$ cat config.mk
export PLATFORM = sky130hd
export DESIGN_NAME = div_ctrl_flat
export DESIGN_NICKNAME = d
export VERILOG_FILES = /design/src/rtl/div_ctrl_if.sv /design/src/rtl/div_ctrl.sv /design/src/flat_wrapper.sv
export SDC_FILE = /design/constraint.sdc
export NUM_CORES = 1
export LEC_CHECK = 0
export BUFFER_PORTS_ARGS = -buffer_cell sky130_fd_sc_hd__buf_4
export CORE_UTILIZATION = 40
export CTS_CLUSTER_DIAMETER = 150
export CTS_CLUSTER_SIZE = 10
export DETAILED_ROUTE_END_ITERATION = 7
export GPL_TIMING_DRIVEN = 0
export MAX_ROUTING_LAYER = met4
export PLACE_DENSITY_LB_ADDON = 0.08
export SLEW_MARGIN = 20
export SYNTH_ARGS = -nofsm -noshare
export SYNTH_HDL_FRONTEND = slang
export SYNTH_SLANG_ARGS = --single-unit
$ cat constraint.sdc
create_clock -name clk -period 2.3 [get_ports clk]
set_input_delay 0.23 -clock clk [delete_from_list [all_inputs] [get_ports clk]]
set_output_delay 0.23 -clock clk [all_outputs]
set_load 0.05 [all_outputs]
$ cat src/rtl/div_ctrl_if.sv
// Pipeline request, divider and writeback signals of the divide controller.
// slave = controller side, master = pipeline/divider/writeback side.
interface div_ctrl_if #(parameter int DW = 32);
  logic          req_valid_i;
  logic          req_ready_o;
  logic [1:0]    op_i;
  logic [4:0]    rd_i;
  logic [DW-1:0] dividend_i;
  logic [DW-1:0] divisor_i;
  logic          flush_i;
  logic          div_start_o;
  logic [DW-1:0] div_dividend_o;
  logic [DW-1:0] div_divisor_o;
  logic          div_signed_o;
  logic          div_done_i;
  logic [DW-1:0] div_quot_i;
  logic [DW-1:0] div_rem_i;
  logic          wb_valid_o;
  logic          wb_ready_i;
  logic [4:0]    wb_rd_o;
  logic [DW-1:0] wb_data_o;
  logic          busy_o;
  logic          err_o;

  modport slave (
    input  req_valid_i, op_i, rd_i, dividend_i, divisor_i, flush_i,
           div_done_i, div_quot_i, div_rem_i, wb_ready_i,
    output req_ready_o, div_start_o, div_dividend_o, div_divisor_o,
           div_signed_o, wb_valid_o, wb_rd_o, wb_data_o, busy_o, err_o
  );

  modport master (
    output req_valid_i, op_i, rd_i, dividend_i, divisor_i, flush_i,
           div_done_i, div_quot_i, div_rem_i, wb_ready_i,
    input  req_ready_o, div_start_o, div_dividend_o, div_divisor_o,
           div_signed_o, wb_valid_o, wb_rd_o, wb_data_o, busy_o, err_o
  );
endinterface

$ cat src/rtl/div_ctrl.sv
// Divide controller: sequences an iterative divider, short-circuits
// divide-by-zero / signed overflow / repeat operands, and handles flush and timeout.
module div_ctrl #(
  parameter int DW      = 32,
  parameter int TIMEOUT = 64
) (
  input  logic     clk,
  input  logic     rst_n,
  div_ctrl_if.slave bus
);
  localparam int CW = $clog2(TIMEOUT + 1);
  localparam logic [DW-1:0] MIN_NEG = {1'b1, {(DW-1){1'b0}}};

  typedef enum logic [2:0] {IDLE, ISSUE, WAIT, RESP, DRAIN} state_t;
  state_t state, state_nx;

  logic          run_q, rem_q, sgn_q, err_q;
  logic [4:0]    rd_q;
  logic [DW-1:0] dvd_q, dvs_q, res_q;
  logic          c_vld, c_sgn;
  logic [DW-1:0] c_dvd, c_dvs, c_quot, c_rem;
  logic [CW-1:0] cnt;

  logic          sgn_in, accept, dz, ovf, hit, fast, tmo;
  logic          ld_done, set_err;
  logic [DW-1:0] fast_q, fast_r, fast_res, done_res;

  assign sgn_in = ~bus.op_i[0];
  assign accept = bus.req_valid_i & bus.req_ready_o;
  assign dz     = (bus.divisor_i == '0);
  assign ovf    = sgn_in & (bus.dividend_i == MIN_NEG) & (bus.divisor_i == '1);
  assign hit    = c_vld & (c_dvd == bus.dividend_i) & (c_dvs == bus.divisor_i) &
                  (c_sgn == sgn_in);
  assign fast   = dz | ovf | hit;
  assign tmo    = (cnt == CW'(TIMEOUT - 1)) & ~bus.div_done_i;

  // Short-circuit results; divide-by-zero wins, then overflow, then the cache.
  always_comb begin
    fast_q = c_quot;
    fast_r = c_rem;
    if (dz) begin
      fast_q = '1;
      fast_r = bus.dividend_i;
    end else if (ovf) begin
      fast_q = bus.dividend_i;
      fast_r = '0;
    end
  end

  assign fast_res = bus.op_i[1] ? fast_r : fast_q;
  assign done_res = rem_q ? bus.div_rem_i : bus.div_quot_i;

  always_comb begin
    state_nx = state;
    ld_done  = 1'b0;
    set_err  = 1'b0;
    case (state)
      IDLE:  if (accept) state_nx = fast ? RESP : ISSUE;
      ISSUE: state_nx = bus.flush_i ? DRAIN : WAIT;
      WAIT: begin
        if (bus.flush_i) begin
          state_nx = bus.div_done_i ? IDLE : DRAIN;
        end else if (bus.div_done_i) begin
          state_nx = RESP;
          ld_done  = 1'b1;
        end else if (tmo) begin
          state_nx = IDLE;
          set_err  = 1'b1;
        end
      end
      DRAIN: begin
        if (bus.div_done_i) begin
          state_nx = IDLE;
        end else if (tmo) begin
          state_nx = IDLE;
          set_err  = 1'b1;
        end
      end
      RESP:    if (bus.flush_i || bus.wb_ready_i) state_nx = IDLE;
      default: state_nx = IDLE;
    endcase
  end

  always_ff @(posedge clk or negedge rst_n) begin
    if (!rst_n) begin
      state  <= IDLE;
      run_q  <= 1'b0;
      rem_q  <= 1'b0;
      sgn_q  <= 1'b0;
      rd_q   <= '0;
      dvd_q  <= '0;
      dvs_q  <= '0;
      res_q  <= '0;
      c_vld  <= 1'b0;
      c_sgn  <= 1'b0;
      c_dvd  <= '0;
      c_dvs  <= '0;
      c_quot <= '0;
      c_rem  <= '0;
      cnt    <= '0;
      err_q  <= 1'b0;
    end else begin
      state <= state_nx;
      run_q <= 1'b1;
      if (accept) begin
        rem_q <= bus.op_i[1];
        sgn_q <= sgn_in;
        rd_q  <= bus.rd_i;
        dvd_q <= bus.dividend_i;
        dvs_q <= bus.divisor_i;
        if (fast) res_q <= fast_res;
      end
      if (ld_done) begin
        res_q  <= done_res;
        c_vld  <= 1'b1;
        c_sgn  <= sgn_q;
        c_dvd  <= dvd_q;
        c_dvs  <= dvs_q;
        c_quot <= bus.div_quot_i;
        c_rem  <= bus.div_rem_i;
      end
      // Counts cycles spent waiting on the divider; zero everywhere else.
      cnt   <= (state == WAIT || state == DRAIN) ? cnt + 1'b1 : '0;
      err_q <= err_q | set_err;
    end
  end

  assign bus.req_ready_o    = run_q & (state == IDLE) & ~bus.flush_i;
  assign bus.div_start_o    = (state == ISSUE);
  assign bus.div_dividend_o = dvd_q;
  assign bus.div_divisor_o  = dvs_q;
  assign bus.div_signed_o   = sgn_q;
  assign bus.wb_valid_o     = (state == RESP);
  assign bus.wb_rd_o        = rd_q;
  assign bus.wb_data_o      = res_q;
  assign bus.busy_o         = (state != IDLE);
  assign bus.err_o          = err_q;
endmodule

$ cat src/flat_wrapper.sv
// flat-port wrapper written by rule: the top's interface ports become plain ports
module div_ctrl_flat 
#(
  parameter int DW      = 32,
  parameter int TIMEOUT = 64
)
  (clk, rst_n, bus_req_valid_i, bus_op_i, bus_rd_i, bus_dividend_i, bus_divisor_i, bus_flush_i, bus_div_done_i, bus_div_quot_i, bus_div_rem_i, bus_wb_ready_i, bus_req_ready_o, bus_div_start_o, bus_div_dividend_o, bus_div_divisor_o, bus_div_signed_o, bus_wb_valid_o, bus_wb_rd_o, bus_wb_data_o, bus_busy_o, bus_err_o);
  div_ctrl_if #(.DW(DW)) bus_i ();
  input  logic clk;
  input  logic rst_n;
  input wire logic [$bits(bus_i.req_valid_i)-1:0] bus_req_valid_i;
  input wire logic [$bits(bus_i.op_i)-1:0] bus_op_i;
  input wire logic [$bits(bus_i.rd_i)-1:0] bus_rd_i;
  input wire logic [$bits(bus_i.dividend_i)-1:0] bus_dividend_i;
  input wire logic [$bits(bus_i.divisor_i)-1:0] bus_divisor_i;
  input wire logic [$bits(bus_i.flush_i)-1:0] bus_flush_i;
  input wire logic [$bits(bus_i.div_done_i)-1:0] bus_div_done_i;
  input wire logic [$bits(bus_i.div_quot_i)-1:0] bus_div_quot_i;
  input wire logic [$bits(bus_i.div_rem_i)-1:0] bus_div_rem_i;
  input wire logic [$bits(bus_i.wb_ready_i)-1:0] bus_wb_ready_i;
  output wire logic [$bits(bus_i.req_ready_o)-1:0] bus_req_ready_o;
  output wire logic [$bits(bus_i.div_start_o)-1:0] bus_div_start_o;
  output wire logic [$bits(bus_i.div_dividend_o)-1:0] bus_div_dividend_o;
  output wire logic [$bits(bus_i.div_divisor_o)-1:0] bus_div_divisor_o;
  output wire logic [$bits(bus_i.div_signed_o)-1:0] bus_div_signed_o;
  output wire logic [$bits(bus_i.wb_valid_o)-1:0] bus_wb_valid_o;
  output wire logic [$bits(bus_i.wb_rd_o)-1:0] bus_wb_rd_o;
  output wire logic [$bits(bus_i.wb_data_o)-1:0] bus_wb_data_o;
  output wire logic [$bits(bus_i.busy_o)-1:0] bus_busy_o;
  output wire logic [$bits(bus_i.err_o)-1:0] bus_err_o;
  assign bus_i.req_valid_i = bus_req_valid_i;
  assign bus_i.op_i = bus_op_i;
  assign bus_i.rd_i = bus_rd_i;
  assign bus_i.dividend_i = bus_dividend_i;
  assign bus_i.divisor_i = bus_divisor_i;
  assign bus_i.flush_i = bus_flush_i;
  assign bus_i.div_done_i = bus_div_done_i;
  assign bus_i.div_quot_i = bus_div_quot_i;
  assign bus_i.div_rem_i = bus_div_rem_i;
  assign bus_i.wb_ready_i = bus_wb_ready_i;
  assign bus_req_ready_o = bus_i.req_ready_o;
  assign bus_div_start_o = bus_i.div_start_o;
  assign bus_div_dividend_o = bus_i.div_dividend_o;
  assign bus_div_divisor_o = bus_i.div_divisor_o;
  assign bus_div_signed_o = bus_i.div_signed_o;
  assign bus_wb_valid_o = bus_i.wb_valid_o;
  assign bus_wb_rd_o = bus_i.wb_rd_o;
  assign bus_wb_data_o = bus_i.wb_data_o;
  assign bus_busy_o = bus_i.busy_o;
  assign bus_err_o = bus_i.err_o;
  div_ctrl #(.DW(DW), .TIMEOUT(TIMEOUT)) u_core (.clk(clk), .rst_n(rst_n), .bus(bus_i));
endmodule
==> metrics.md <==
| Metric | Value |
|---|---|
| Status | complete, but fails checks |
| Failing checks | setup timing |
| Skew final | approximately 0.0095 ns |
| Mapped cell area | between 10000 and 15000 µm² |
| Vias in the first global route | just over 10000 |
| First-pass GRT wire length | ~60000 µm |
| Hold Path End | u_core.bus.div_dividend_o[1] |
| Hold Path Depth | 2 |
| Reg-to-Reg End | u_core.bus.wb_data_o[8] |
| Fraction of layout cells with a size suffix above 1 | 0.285 |
| Startpoint Class | flip-flop |
| Root Driver | clkbuf_16 |
| PwrDens | 1140 nW/µm² |
| Required time of the critical path | between 2 and 3 ns |
| #FFs+latches synth | around 250 |
| GPL Wtd Cong | 0.899 |
| FF-to-FF path depth | 7 |
| Chip Height | around 170 µm |
| Initial core utilization | 0.411 |
| Reg2Reg Setup Slack | -0.18 ns |
| DR pass1 iterations | 7 |
| Wire per inst | about 20 µm |
| Detailed-placement wirelength estimate | 27800 µm |
| Drt initial violations | roughly 730 |
| Clk sinks | 245 |
| Final period utilization | 1.08 |
| Worst min path class | input pin to flip-flop |
| RSZ-0062 raised after global routing | true |
| Min cycle time layout | 2.48 ns |
| PortBufs | between 200 and 250 |
| Critical path endpoint category | flip-flop |
| Residual DRC | 0 |
| Initial antenna violation count | 2 |
| Avg Cell Area, Syn | ~10 µm² |
| Leakage | between 8 and 9 nW |
| Cells after Synth | between 1000 and 1500 |
| Slew HR | 0.389 |
| Ports | between 200 and 250 |
| Worst endpoint data arrival time | 2.90 ns |
| Routed wire length | between 30000 and 40000 µm |
| Asr flop ratio synth | 1.00 |
| Post-Syn Nets | between 1000 and 1500 |
| Worst-Margin Slew | 0.910 ns |
| Final setup fails | 32 |
| Setup TNS | -5.50 ns |
| CTS clk-pin slew, worst paths | around 0.060 ns |
| Maximum vdd ir drop | around 0.00056 V |
| Inserted Clock Buffers | 28 |
| Die area | about 30000 µm² |
| Clk Latency, worst-skew pair | 0.54 ns |
| Sequential fraction of the synthesis area | 0.531 |
| Crit Reg-Reg Startpoint | u_core.state[1] |
| Final Power | 0.0185 W |
| EDFF count, synth | 0 |
| Die W | between 150 and 200 µm |
| Layout area overhead | 40.5% |
| Slew Viols, Final | 0 |
| # rows | 61 |
| Via count | between 10000 and 15000 |
| FMAX | ~400 MHz |
| GRT Residual Overflow | 0 |
| Post-route ant nets | 0 |
| CTS H-Tree Depth | 1 |
| Core area | approximately 28000 µm² |
| Worst hold start | bus_dividend_i[1] |
| Crit Path Category | flip-flop to flip-flop |
| Maximum clock insertion buffer count | 3 |
| Via density | just over 5 |
| Final hold violation count | 0 |
| Final worst slack | -0.180 ns |
| Largest net degree at the start of global routing | 81 |
| Post-layout net count | 1712 |
| Synth Flop Type | dfrtp_1 |
| Crit path max fanout | 10 |
| Total GRT Usage | 0.280 |
| TritonCTS clock tree | yes |
| Synth cell types | between 40 and 50 |
| Total number of yosys warnings | 0 |
| Number of max-cap violations | 0 |
[logic make-up (layout without fill, tap and decap cells)]
group	Yosys count	count (layout)	share of synthesized area
AND/OR/NAND/NOR	522	522	0.196
flip-flops	245	245	0.531
AO/OA/AOI/OAI	128	128	0.0719
multiplexers	127	127	0.130
buffers and inverters	75	490	0.0272
XOR/XNOR	56	56	0.0425
adder cells (fa/ha/maj)	1	1	0.00108
other	1	4	0.000325
[sequential cells by signal (all words and copies together), names as in the netlist, 3 cells and up]
| name | count |
|---|---|
| u_core.bus.div_dividend_o | 32 |
| u_core.bus.div_divisor_o | 32 |
| u_core.bus.wb_data_o | 32 |
| u_core.c_dvd | 32 |
| u_core.c_dvs | 32 |
| u_core.c_quot | 32 |
| u_core.c_rem | 32 |
| u_core.cnt | 7 |
| u_core.bus.wb_rd_o | 5 |
| u_core.state | 3 |
[metal layers]
metal / part of all wire / GRT usage
met1: 0.44 / 0.369
met5: 0 / -
met2: 0.47 / 0.437
met4: 0.028 / 0.0896
met3: 0.060 / 0.0520
[worst max-delay path, stage by stage, from the launching register on]
cell	delay [ns]
dfrtp_1	0.39
or3_4	0.41
nor3b_4	0.30
nand4_1	0.24
o32ai_4	0.40
nor2_4	0.13
buf_8	0.18
mux2_4	0.29
[metrics by stage]
step / util / instance area [µm²] / worst slack [ns] / hold slack (ns) / instances
3_3_place_gp: 0.495 / 13900 / -1.36 / 0.435 / 1780
3_5_place_dp: 0.498 / 14000 / -0.985 / 0.128 / 1783
5_1_grt: 0.578 / 16200 / -0.243 / 0.0154 / 1950
2_1_floorplan: - / 11600 / -0.332 / -0.0656 / 1155
4_1_cts: 0.575 / 16100 / -0.215 / 0.00717 / 1946
6_report: 0.578 / 16200 / -0.180 / 0.0230 / 1951
[power by group]
part	internal (W)	switching [W]
Clock	0.00220	0.00170
Combinational	0.00293	0.00445
Sequential	0.00604	0.00117
[cells in the mapped netlist (2+ instances only)]
library cell,instances,area share
a2111o_1,2,0.0019
a21oi_1,33,0.014
a221oi_1,2,0.0015
a22o_1,2,0.0015
a22oi_1,31,0.020
a31o_2,2,0.0015
and2_1,28,0.015
and3_1,2,0.0011
buf_2,8,0.0035
buf_6,3,0.0029
clkbuf_1,51,0.017
dfrtp_1,245,0.53
inv_1,12,0.0039
mux2_1,2,0.0019
mux2_2,63,0.061
mux2_4,30,0.039
mux2i_1,32,0.028
nand2_1,398,0.13
nand2b_1,8,0.0043
nand3_1,5,0.0022
nand4_1,19,0.010
nor2_1,12,0.0039
nor2b_1,6,0.0033
nor3_1,9,0.0039
nor4_1,22,0.012
nor4b_1,2,0.0015
o21ai_0,15,0.0065
o221ai_1,2,0.0015
o22ai_1,33,0.018
o41ai_1,2,0.0015
or3_1,2,0.0011
xnor2_1,34,0.026
xor2_1,22,0.017
[worst max path at each step]
stage	slack (ns)	to	startpoint
after floorplan	-0.33	u_core.bus.wb_data_o[10]	u_core.state[0]
after global placement	-1.36	u_core.c_rem[28]	u_core.state[2]
after detailed placement	-0.99	u_core.c_dvd[18]	u_core.state[2]
after CTS	-0.21	u_core.bus.wb_data_o[11]	u_core.state[1]
after global routing	-0.24	u_core.bus.wb_data_o[5]	u_core.c_dvd[7]
final	-0.18	u_core.bus.wb_data_o[8]	u_core.state[1]
[layout by cell type, fill, tap and decap left out, types with 3 or more instances in the layout]
cell,count
nor3_1,9
clkbuf_2,23
dlygate4sd3_1,126
o22ai_1,33
xnor2_2,4
nand2_1,398
nor2_1,11
buf_16,3
nand3_1,5
clkbuf_16,29
clkbuf_1,16
a22oi_1,31
inv_1,12
buf_8,4
xor2_1,22
nor4_1,21
buf_4,256
dfrtp_1,244
buf_2,7
nand4_1,19
a21oi_1,33
nor2b_1,6
and2_1,28
mux2_2,63
nand2b_1,7
mux2_4,32
clkbuf_4,11
xnor2_1,30
diode_2,3
o21ai_0,15
mux2i_1,32
[timing repair]
| item | CTS | global route |
|---|---|---|
| endpoints found under the setup margin | 232 | 226 |
| endpoints found under the hold margin | 368 | 0 |
| buffers inserted | 7 | 3 |
| gates cloned | 0 | 0 |
| pin swaps | 5 | 6 |
| gates resized for setup | 48 | 23 |
| hold buffers | 126 | 0 |
[layout make-up]
cell class	count	area (µm²)
clock buffers	29	726
clock inverters	1	7.51
plain buffers	62	353
well taps	378	473
diodes	3	7.51
repair buffers	386	3280
multi-input cells	835	5200
inverters	12	45.0
flip-flops and latches	245	6130
fillers	2549	11900
No activity file was read; power rests on OpenSTA's default activity.
